[config.mk]
export PLATFORM = sky130hd
export DESIGN_NAME = tlk2711_rd_arb
export DESIGN_NICKNAME = d
export VERILOG_FILES = /design/src/rtl/tlk2711_rd_arb.sv
export SDC_FILE = /design/constraint.sdc
export NUM_CORES = 1
export LEC_CHECK = 0
export CAP_MARGIN = 0
export CORE_MARGIN = 2
export CORE_UTILIZATION = 30
export DETAILED_ROUTE_END_ITERATION = 16
export HOLD_SLACK_MARGIN = 0.08
export SYNTH_ARGS = -nofsm -noshare
export SYNTH_HDL_FRONTEND = slang
export SYNTH_SLANG_ARGS = --single-unit
[constraint.sdc]
create_clock -name clk -period 4.82 [get_ports clk]
set_input_delay 0.723 -clock clk [delete_from_list [all_inputs] [get_ports clk]]
set_output_delay 0.723 -clock clk [all_outputs]
set_load 0.02 [all_outputs]
[src/rtl/tlk2711_rd_arb.sv]
`default_nettype none
// ============================================================================
// Module   : tlk2711_rd_arb
// Brief    : Round-robin arbiter sharing the tlk2711_dma read-command and
//            read-stream channel between NUM_REQ requesters. One grant is
//            held from command issue until the last stream beat is accepted;
//            a stalled transfer is aborted after TIMEOUT idle cycles.
// Revision : 1.0 - initial release
// ============================================================================
module tlk2711_rd_arb #(
  parameter int NUM_REQ    = 4,
  parameter int ADDR_WIDTH = 48,
  parameter int DLEN_WIDTH = 16,
  parameter int DATA_WIDTH = 64,
  parameter int TIMEOUT    = 65535
) (
  input  logic                                       clk,
  input  logic                                       rst_n,
  input  logic                                       i_soft_rst,
  input  logic [NUM_REQ-1:0]                         i_req,
  input  logic [NUM_REQ*(DLEN_WIDTH+ADDR_WIDTH)-1:0] i_cmd_data,
  output logic [NUM_REQ-1:0]                         o_ack,
  output logic                                       o_rd_cmd_req,
  output logic [DLEN_WIDTH+ADDR_WIDTH-1:0]           o_rd_cmd_data,
  input  logic                                       i_rd_cmd_ack,
  input  logic                                       i_dma_rd_valid,
  input  logic                                       i_dma_rd_last,
  input  logic [DATA_WIDTH-1:0]                      i_dma_rd_data,
  output logic                                       o_dma_rd_ready,
  output logic [NUM_REQ-1:0]                         o_rd_valid,
  output logic                                       o_rd_last,
  output logic [DATA_WIDTH-1:0]                      o_rd_data,
  input  logic [NUM_REQ-1:0]                         i_rd_ready,
  output logic [NUM_REQ-1:0]                         o_grant,
  output logic                                       o_busy,
  output logic                                       o_timeout
);

  localparam int             c_cmd_w    = DLEN_WIDTH + ADDR_WIDTH;
  localparam int             c_idx_w    = (NUM_REQ > 1) ? $clog2(NUM_REQ) : 1;
  localparam logic [c_idx_w-1:0] c_last_idx = c_idx_w'(NUM_REQ - 1);
  // Counter value in the cycle that completes TIMEOUT idle cycles
  localparam logic [15:0]    c_cnt_last = 16'(TIMEOUT - 1);

  typedef enum logic [1:0] {
    S_IDLE  = 2'd0,
    S_ISSUE = 2'd1,
    S_XFER  = 2'd2
  } state_t;

  state_t               r_state;
  state_t               w_next;
  logic [NUM_REQ-1:0]   r_grant;
  logic [c_idx_w-1:0]   r_idx;
  logic [c_idx_w-1:0]   r_ptr;
  logic [15:0]          r_cnt;
  logic                 r_timeout;
  logic [c_cmd_w-1:0]   r_cmd;

  logic                 w_found;
  logic [c_idx_w-1:0]   w_pick_idx;
  logic [NUM_REQ-1:0]   w_pick_oh;
  logic [c_cmd_w-1:0]   w_pick_cmd;
  logic                 w_ready;
  logic                 w_beat;
  logic                 w_cmd_ack;
  logic                 w_done;
  logic                 w_expire;
  logic                 w_abort;

  // Round-robin search: first requesting index at or above r_ptr, wrapping
  always_comb begin
    int j;
    j          = 0;
    w_found    = 1'b0;
    w_pick_idx = '0;
    w_pick_oh  = '0;
    w_pick_cmd = '0;
    for (int i = 0; i < NUM_REQ; i++) begin
      j = int'(r_ptr) + i;
      if (j >= NUM_REQ) j = j - NUM_REQ;
      if (!w_found && i_req[j]) begin
        w_found      = 1'b1;
        w_pick_idx   = c_idx_w'(j);
        w_pick_oh[j] = 1'b1;
        w_pick_cmd   = i_cmd_data[j*c_cmd_w +: c_cmd_w];
      end
    end
  end

  assign w_ready   = |(i_rd_ready & r_grant);
  assign w_beat    = (r_state == S_XFER) && i_dma_rd_valid && w_ready;
  assign w_cmd_ack = (r_state == S_ISSUE) && i_rd_cmd_ack;
  assign w_done    = w_beat && i_dma_rd_last;
  assign w_expire  = (r_cnt == c_cnt_last);
  // An ack or an accepted beat in the expiry cycle takes precedence
  assign w_abort   = (r_state != S_IDLE) && w_expire && !w_cmd_ack && !w_beat;

  // State register
  always_ff @(posedge clk or negedge rst_n) begin
    if (!rst_n)          r_state <= S_IDLE;
    else if (i_soft_rst) r_state <= S_IDLE;
    else                 r_state <= w_next;
  end

  // Next-state logic and channel steering toward DMA and requesters
  always_comb begin
    w_next         = r_state;
    o_rd_cmd_req   = 1'b0;
    o_ack          = '0;
    o_dma_rd_ready = 1'b0;
    o_rd_valid     = '0;
    o_rd_last      = 1'b0;
    o_rd_data      = '0;
    case (r_state)
      S_IDLE: begin
        if (w_found) w_next = S_ISSUE;
      end
      S_ISSUE: begin
        o_rd_cmd_req = 1'b1;
        if (w_cmd_ack) begin
          o_ack  = r_grant;
          w_next = S_XFER;
        end else if (w_abort) begin
          w_next = S_IDLE;
        end
      end
      S_XFER: begin
        o_dma_rd_ready = w_ready;
        o_rd_valid     = r_grant & {NUM_REQ{i_dma_rd_valid}};
        o_rd_last      = i_dma_rd_last;
        o_rd_data      = i_dma_rd_data;
        if (w_done || w_abort) w_next = S_IDLE;
      end
      default: w_next = S_IDLE;
    endcase
  end

  // Grant, latched command and round-robin pointer
  always_ff @(posedge clk or negedge rst_n) begin
    if (!rst_n) begin
      r_grant <= '0;
      r_idx   <= '0;
      r_ptr   <= '0;
      r_cmd   <= '0;
    end else if (i_soft_rst) begin
      r_grant <= '0;
      r_idx   <= '0;
      r_ptr   <= '0;
      r_cmd   <= '0;
    end else if ((r_state == S_IDLE) && w_found) begin
      r_grant <= w_pick_oh;
      r_idx   <= w_pick_idx;
      r_cmd   <= w_pick_cmd;
    end else if (w_done || w_abort) begin
      r_grant <= '0;
      r_ptr   <= (r_idx == c_last_idx) ? '0 : r_idx + c_idx_w'(1);
    end
  end

  // Stall watchdog: cleared while idle, on command ack and on each beat
  always_ff @(posedge clk or negedge rst_n) begin
    if (!rst_n)                                        r_cnt <= '0;
    else if (i_soft_rst)                               r_cnt <= '0;
    else if ((r_state == S_IDLE) || w_cmd_ack || w_beat) r_cnt <= '0;
    else if (!w_expire)                                r_cnt <= r_cnt + 16'd1;
  end

  // Sticky abort flag
  always_ff @(posedge clk or negedge rst_n) begin
    if (!rst_n)          r_timeout <= 1'b0;
    else if (i_soft_rst) r_timeout <= 1'b0;
    else if (w_abort)    r_timeout <= 1'b1;
  end

  assign o_rd_cmd_data = r_cmd;
  assign o_grant       = r_grant;
  assign o_busy        = (r_state != S_IDLE);
  assign o_timeout     = r_timeout;

endmodule
`default_nettype wire

Yosys cells after proc, flatten, opt, wreduce, memory -nomap -nowiden. Cells that the tools add are included.

Register bits after elaboration: 91. Output and inout bits: 145. Logic and storage cells: 147.

Add/subtract/negate cells: 9. $lt $le $gt $ge: 12. Equal/unequal tests: 9. Shift-type cells: 4. Mux-type cells: 69. Bitwise gates (word level): 5. Reduce and logical (&&, ||, !) cells: 32.

Operators with widths (number): $shiftx 256x32->64 (4); $mux 64 (7); $ge 32x1->1 const B (4); $lt 32x4->1 const B (4); $mux 32 (4); $mux 16 (3); $mux 4 (10); $mux 2 (15); $mux 1 (21); $add 16x1->16 const B (1); $eq 16x16->1 const B (1); $logic_and 1x1->1 (15); $or 4x4->4 (3); $sub 3x3->4 const B (3); $ge 3x3->1 const B (3); $and 4x4->4 (2); $bmux 1 s2 (4); $demux 1 s2 (4); $reduce_bool 2->1 (4); $add 2x2->3 const B (2); $ne 3x2->1 const B (2); $pmux 2 s3 (1); $logic_not 1->1 (5); $eq 2x2->1 const B (2); 14 further kinds (16).

Longest topological paths before layout. Gate-level depths: netlist of the first run.

Word-level depth: 18. Mapped depth: 13. Depth with buffers taken out: 7.

Worst setup path before layout of the first run. OpenSTA, ideal clock, no wires.

Path type: flip-flop to flip-flop. Start: register r_ptr[1]. End: register r_cmd[10], in the netlist o_rd_cmd_data[10]. Library setup time: 0.126 ns. Data arrival time: 3.267 ns. Data required time: 4.694 ns. Setup slack: 1.427 ns. Cell stages (with the launch flop): 14. Buffers on the path: 6. Clock period less this slack: 3.393 ns. Cells stage by stage: dfrtp_1 > buf_2 > inv_1 > clkbuf_1 > ha_1 > buf_2 > mux4_2 > buf_6 > or3b_1 > buf_4 > buf_6 > a221oi_2 > a211oi_1 > a221o_1.

Cells in the longest elaborated chain, start to end: 17.

Ends and longest elaborated chain: start, declared (line 55) `logic [c_idx_w-1:0] r_ptr;`; start signal, assigned (line 157) `r_ptr <= (r_idx == c_last_idx) ? '0 : r_idx + c_idx_w'(1);`; parallel branches: the longest is 17 deep, another holds $sub 3x3->4; end signal, assigned (line 154) `r_cmd <= w_pick_cmd;`; end, declared (line 58) `logic [c_cmd_w-1:0] r_cmd;`.

Parallel ways; which one is timed is not known. The select of a mux whose other input is x is not followed. A chain may end at the register's enable or synchronous reset.

Worst setup path in the final report of the first run.
Start: register r_ptr[1]. End: register r_cmd[51], in the netlist o_rd_cmd_data[51].

Same word-level chain as after synthesis.

==> run_results.csv, run 1 <==
group,metric,value,unit
outcome,outcome,"complete, no violations",
synth,synthFlopType,"dfrtp_1",
placement,gp_congestion,0.825,
setup_path,cp-start-kind,"register",
setup_path,worstPathMaxFanout,39,
synth,async_reset_ff_share,100,%
synth,yosys-top-cells-area,"mux4_2 (24%), dfrtp_1 (18%), mux2_2 (18%), a221oi_2 (6.7%), a221o_1 (5.1%)",
cells_and_area,drive_gt1_share,29.9,%
clock_network,htree_levels,3,
timing,timing_max_transition_violations_final,0,
detailed_routing,drt_drc_violations_left,0,
global_route,initial_antenna_violation_count,8,
detailed_routing,first_iter_violations,818,
synth,synth_enable_flop_cells,0,
timing,min_period_over_period,83.0,%
setup_path,critical-path-top-cell-by-count,"buf_4",
synth,synthMostInstantiatedCell,"mux2_2",
synth,synth.cells.most_frequent,"mux2_2 (196), mux4_2 (132), clkbuf_1 (95)",
min_path,hold_path.class,"in -> async",
timing,worstMarginPinSlew,1140,ps
setup_path,timing.rr.end,"o_rd_cmd_data[51]",
clock_network,cts_setup_buffers,0,
clock_network,clk_latency,360,ps
setup_path,slack_of_the_worst_reg_to_reg_path,820,ps
die,die_w,208,um
global_route,first_global_vias,12322,
detailed_routing,detail_route.vias_per_cell,6.00,
timing,maxClockFrequency,250,MHz
setup_path,critical-path-max-stage-delay,800,ps
cells_and_area,fill_cells,3782,
detailed_routing,route.detailed.wl_per_inst,25.3,um
setup_path,regToRegStartpoint,"r_ptr[1]",
setup_path,crit_buf_inv,4,
die,i_o_pin_count,479,
clock_network,sink_count_of_the_clock_tree,91,
power,power.density_cell_area,481,nW/um^2
synth,yosys_warnings,0,
timing,clock_skew,12.1,ps
setup_path,worst-path-stages,10,
timing,rsz_0062_raised_after_global_routing,"no",
clock_network,cts.clk_slew.worst_paths,80,ps
synth,ff_latch_count_synth,91,
cells_and_area,signed_area_change_from_the_synthesized_netlist_to_the_final_layout,43.8,%
synth,synthesis.area,12500,um^2
clock_network,number_of_clock_buffers_inserted_by_tritoncts,9,
synth,netlist-cell-type-count,44,
clock_network,ctsRootBufferMaster,"clkbuf_16",
power,vdd_drop_max,0.000496,V
setup_path,kind_of_critical_path,"reg -> reg",
timing,setup_tns,0,ps
clock_network,tritoncts_clock_tree,"built",
timing,report.final.hold_viol_count,0,
clock_network,cts_max_path_buffers,2,
timing,hold_slack,518,ps
placement,portBuffers,478,
timing,slew-limit-headroom,24.0,%
setup_path,worstSetupEndpointType,"register",
detailed_routing,drtPass1Iterations,5,
clock_network,cts-hold-fix-buffers,0,
timing,timing.final.setup_violations,0,
setup_path,crit_path_top_delay_cell,"dfrtp_4",
global_route,globalRouteTotalUtil,23.0,%
run,max_cap_viol_count,0,
die,core-area,41000,um^2
global_route,wire_length_of_the_first_global_routing_pass,77.5,mm
synth,synth.net_count,1450,
synth,average_cell_area_after_synthesis,11.3,um^2
detailed_routing,wirelength,51.2,mm
global_route,grt_max_degree,150,
die,std_cell_rows,74,
die,floorplan.initialDensity,30.6,%
detailed_routing,route.vias.total,12132,
global_route,overflow,0,
die,die_area,43400,um^2
cells_and_area,nets,1822,
setup_path,crit_family,"buffers and inverters",
timing,final_worst_path_period_need,4000,ps
synth,synth_largest_type_area_fraction,23.7,%
detailed_routing,drtAntennaViolNets,0,
placement,hpwl,36.3,mm
power,p_total,8.68,mW
setup_path,timing.reg2reg.worst_path_depth,10,
setup_path,cp_data_arrival_time,4300,ps
die,dieHeight,208,um
setup_path,cell_breakdown_of_the_critical_path,"clkinv_2 -> ha_4 -> buf_4 -> mux2_2 -> nand3_1 -> a211oi_1 -> buf_4 -> and3_2 -> buf_4 -> a221o_1",
setup_path,critical_path_required,5120,ps
power,cellLeakagePower,6.49,nW
synth,synth_largest_area_cell,"mux4_2",
synth,synth_cells,1106,
synth,synth_sequential_area_ratio,18.2,%
clock_network,post_cts.resized_instances,0,
how the worst max path moves through the flow:
stage                              endpoint  slack (ps)  startpoint
after global routing      o_rd_cmd_data[50]         500    r_ptr[1]
final                     o_rd_cmd_data[51]         820    r_ptr[1]
after detailed placement  o_rd_cmd_data[61]         640    i_req[2]
after CTS                 o_rd_cmd_data[51]         740    r_ptr[1]
after global placement    o_rd_cmd_data[61]         720    i_req[3]
after floorplan           o_rd_cmd_data[10]        1430    r_ptr[1]
cells by family after synthesis:
family	count (synthesis)	share of synthesized area (%)
DFF	91	18.2
muxes	333	41.7
adders and majority gates	10	0.998
xor gates and xnor gates	12	0.838
AOI/OAI and AO/OA	301	21.3
and+or+nand+nor	208	11.7
buffers and inverters	151	5.28
power breakdown:
part | switching, mW | leakage (nW) | internal (mW)
logic | 3.37 | 5.11 | 3.31
registers | 0.209 | 1.22 | 0.945
clock network | 0.381 | 0.161 | 0.465
worst reg2reg max path, delay by kind of cell (launching register included):
| kind | cells | cell delay (ps) |
|---|---|---|
| AO/OA/AOI/OAI | 2 | 550 |
| buffers and inverters | 4 | 1220 |
| adder cells (fa/ha/maj) | 1 | 350 |
| multiplexers | 1 | 270 |
| AND/OR/NAND/NOR | 2 | 750 |
| flip-flops | 1 | 800 |
layout by cell type, fill, tap and decap left out, drive strengths merged, types with 3 or more instances in the layout:
cell type      instances
mux2                 196
o2bb2ai                5
nand2b                 4
a221oi                69
nor2                  17
nand2                 10
nand4                  3
nor2b                  7
xor2                   5
dfrtp                 91
buf                   27
ha                    10
or2                    3
mux4                 132
a22oi                  3
nor3                   7
and3                  11
xnor2                  7
a211oi                66
and4b                 64
mux2i                  5
clkbuf                 9
and2                  66
a221o                 64
inv                   11
a32o                   4
clkdlybuf4s50        477
nand3                  9
a21oi                 80
diode                  8
cell type report:
cell class | count | area, um^2 | share of cell area [%]
repair buffers | 504 | 5040 | 28.0
diodes | 8 | 20.0 | 0.111
clock buffers | 9 | 225 | 1.25
multi-input cells | 864 | 9660 | 53.6
inverters | 8 | 31.3 | 0.174
well taps | 532 | 666 | 3.69
flip-flops and latches | 91 | 2280 | 12.7
clock inverters | 7 | 104 | 0.576
stage by stage:
step	instance area, um^2	util, %	setup WS [ps]	cells
2_1_floorplan	12500	-	1430	1106
3_3_place_gp	17700	43.1	716	1999
3_5_place_dp	17700	43.1	639	1999
4_1_cts	18000	43.9	742	2015
5_1_grt	18000	44.0	503	2023
6_report	18000	44.0	820	2023
layer usage:
layer  up-vias  track usage (%)  share of wire, %
met3        61             3.91               6.0
li1       5427                -                 -
met4         0             10.5               3.4
met2       484             40.3                52
met1      6160             27.5                39
met5         -                0                 0
state kept, by name, summed over array words and instances, names as in the netlist:
name,flops
o_grant,4
o_rd_cmd_data,64
o_timeout,1
r_cnt,16
r_idx,2
r_ptr,2
r_state,2
Power figures use the tool's default switching activity.
==> run 2: changes to the inputs <==
==> constraint.sdc (replaced) <==
create_clock -name clk -period 4.1 [get_ports clk]
set_input_delay 0.615 -clock clk [delete_from_list [all_inputs] [get_ports clk]]
set_output_delay 0.615 -clock clk [all_outputs]
set_load 0.02 [all_outputs]
==> run 2 against run 1 <==
Cell count grew 0.30%. Critical path depth fell by 2. Flip-flop and latch count unchanged. Sequential share of layout area shrank 0.055 points. Global-route usage down 0.19 points.
==> run_results.csv, run 2 (synthesis gave the netlist of run 1 again) <==
group,metric,value,unit
cells_and_area,drive_gt1_share,30.1,%
die,std_cell_rows,74,
cells_and_area,fin_cells,2029,
timing,timing_max_transition_violations_final,0,
detailed_routing,route.detailed.wl_per_inst,25.0,um
clock_network,cts.clk_slew.worst_paths,90,ps
setup_path,slack_of_the_worst_reg_to_reg_path,700,ps
global_route,first_global_vias,12067,
detailed_routing,drtPass1Iterations,5,
timing,timing.final.setup_violations,0,
clock_network,post_cts.resized_instances,0,
placement,hpwl,35.7,mm
clock_network,sink_count_of_the_clock_tree,91,
clock_network,cts_setup_buffers,0,
setup_path,timing.rr.end,"o_rd_cmd_data[34]",
timing,worstMarginPinSlew,1080,ps
global_route,overflow,0,
power,vdd_drop_max,0.000585,V
detailed_routing,route.vias.total,12126,
placement,post-place-cells,2004,
cells_and_area,largest_reg_flops,64,
setup_path,worstSetupEndpointType,"register",
die,die_area,43400,um^2
die,floorplan.initialDensity,30.6,%
clock_network,number_of_clock_buffers_inserted_by_tritoncts,9,
cells_and_area,nets,1827,
setup_path,timing.reg2reg.worst_path_depth,8,
timing,clock_skew,20.4,ps
setup_path,kind_of_critical_path,"in -> reg",
setup_path,critical-path-top-cell-by-count,"buf_4",
cells_and_area,multi_input_comb_area,9660,um^2
detailed_routing,drtAntennaViolNets,0,
global_route,initial_antenna_violation_count,11,
setup_path,cp_data_arrival_time,3630,ps
timing,rsz_0062_raised_after_global_routing,"no",
cells_and_area,most-common-layout-cells,"clkdlybuf4s50_1 (477), mux2_2 (196), mux4_2 (131), dfrtp_1 (89), a21oi_1 (80)",
global_route,globalRouteTotalUtil,22.8,%
clock_network,cts-hold-fix-buffers,0,
setup_path,cell_breakdown_of_the_critical_path,"clkdlybuf4s50_1 -> mux4_4 -> buf_4 -> buf_4 -> and4b_1 -> a21oi_1 -> a211oi_1 -> a221o_1",
detailed_routing,detail_route.vias_per_cell,5.98,
setup_path,crit_buf_inv,3,
timing,report.final.hold_viol_count,0,
detailed_routing,drt_drc_violations_left,0,
setup_path,regToRegStartpoint,"r_ptr[0]",
clock_network,cts_max_path_buffers,2,
clock_network,tritoncts_clock_tree,"built",
timing,final_worst_path_period_need,3400,ps
timing,setup_tns,0,ps
run,max_cap_viol_count,0,
outcome,outcome,"complete, no violations",
setup_path,crit_path_top_delay_cell,"buf_4",
die,i_o_pin_count,479,
detailed_routing,wirelength,50.7,mm
cells_and_area,fill_cells,3837,
timing,maxClockFrequency,294,MHz
global_route,wire_length_of_the_first_global_routing_pass,77.1,mm
cells_and_area,layout_commonest_cell,"clkdlybuf4s50_1",
timing,min_period_over_period,82.9,%
die,die_w,208,um
placement,gp_congestion,0.812,
min_path,hold_path.class,"in -> async",
setup_path,critical-path-max-stage-delay,700,ps
power,power.density_cell_area,566,nW/um^2
detailed_routing,first_iter_violations,799,
clock_network,ctsRootBufferMaster,"clkbuf_16",
setup_path,crit_family,"buffers and inverters",
clock_network,htree_levels,3,
power,cellLeakagePower,6.54,nW
cells_and_area,total_area_of_sequential_cells,2280,um^2
die,core-area,41000,um^2
die,dieHeight,208,um
cells_and_area,signed_area_change_from_the_synthesized_netlist_to_the_final_layout,44.4,%
timing,slew-limit-headroom,28.1,%
setup_path,cp-start-kind,"primary input",
global_route,grt_max_degree,112,
setup_path,critical_path_required,4330,ps
setup_path,worstPathMaxFanout,80,
clock_network,clk_latency,360,ps
placement,portBuffers,478,
-- run 2: cell count changes in the layout (fill, tap and decap cells not counted), sizes merged --
cell	previous run	this run
buf	27	32
diode	8	9
inv	11	10
clkbuf	9	10
-- run 2: per-layer routing --
metal  vias to the layer above  track usage [%]  wire length (um)
li1                       5419                -                 -
met1                      6157             27.7             20300
met2                       474             39.6             25800
met3                        74             4.36              3040
met4                         2             9.25              1640
met5                         -                0                13
-- run 2: power by group --
part / switching [mW] / internal, mW
sequential: 0.190 / 1.11
clock: 0.430 / 0.559
combinational: 4.03 / 3.93
total: 4.65 / 5.60
-- run 2: how the worst max path moves through the flow --
stage,startpoint,endpoint,slack [ps],cells past startpoint
3_5_place_dp,i_req[2],o_rd_cmd_data[63],390,8
4_1_cts,r_ptr[0],o_rd_cmd_data[62],660,10
6_report,i_req[2],o_rd_cmd_data[34],700,8
3_3_place_gp,i_req[2],o_rd_cmd_data[56],500,8
5_1_grt,r_ptr[0],o_rd_cmd_data[21],440,7
2_1_floorplan,r_ptr[1],o_rd_cmd_data[15],710,13
-- run 2: metrics by stage --
stage / utilization (%) / total power [mW] / setup WS [ps] / hold WS (ps) / cell area (um^2)
2_1_floorplan: - / 6.59 / 707 / 319 / 12500
3_3_place_gp: 43.3 / 9.19 / 500 / 484 / 17800
3_5_place_dp: 43.3 / 9.28 / 394 / 498 / 17800
4_1_cts: 44.1 / 10.3 / 660 / 270 / 18100
5_1_grt: 44.1 / 10.9 / 442 / 274 / 18100
6_report: 44.1 / 10.3 / 700 / 231 / 18100
-- run 2: cell type report --
type                       count  share of cell area, %
clock inverter                 6                  0.504
tap                          532                   3.68
sequential                    91                   12.6
multi-input combinational    864                   53.3
timing repair buffer         509                   28.2
antenna                        9                  0.124
inverter                       8                  0.173
clock buffer                  10                   1.32
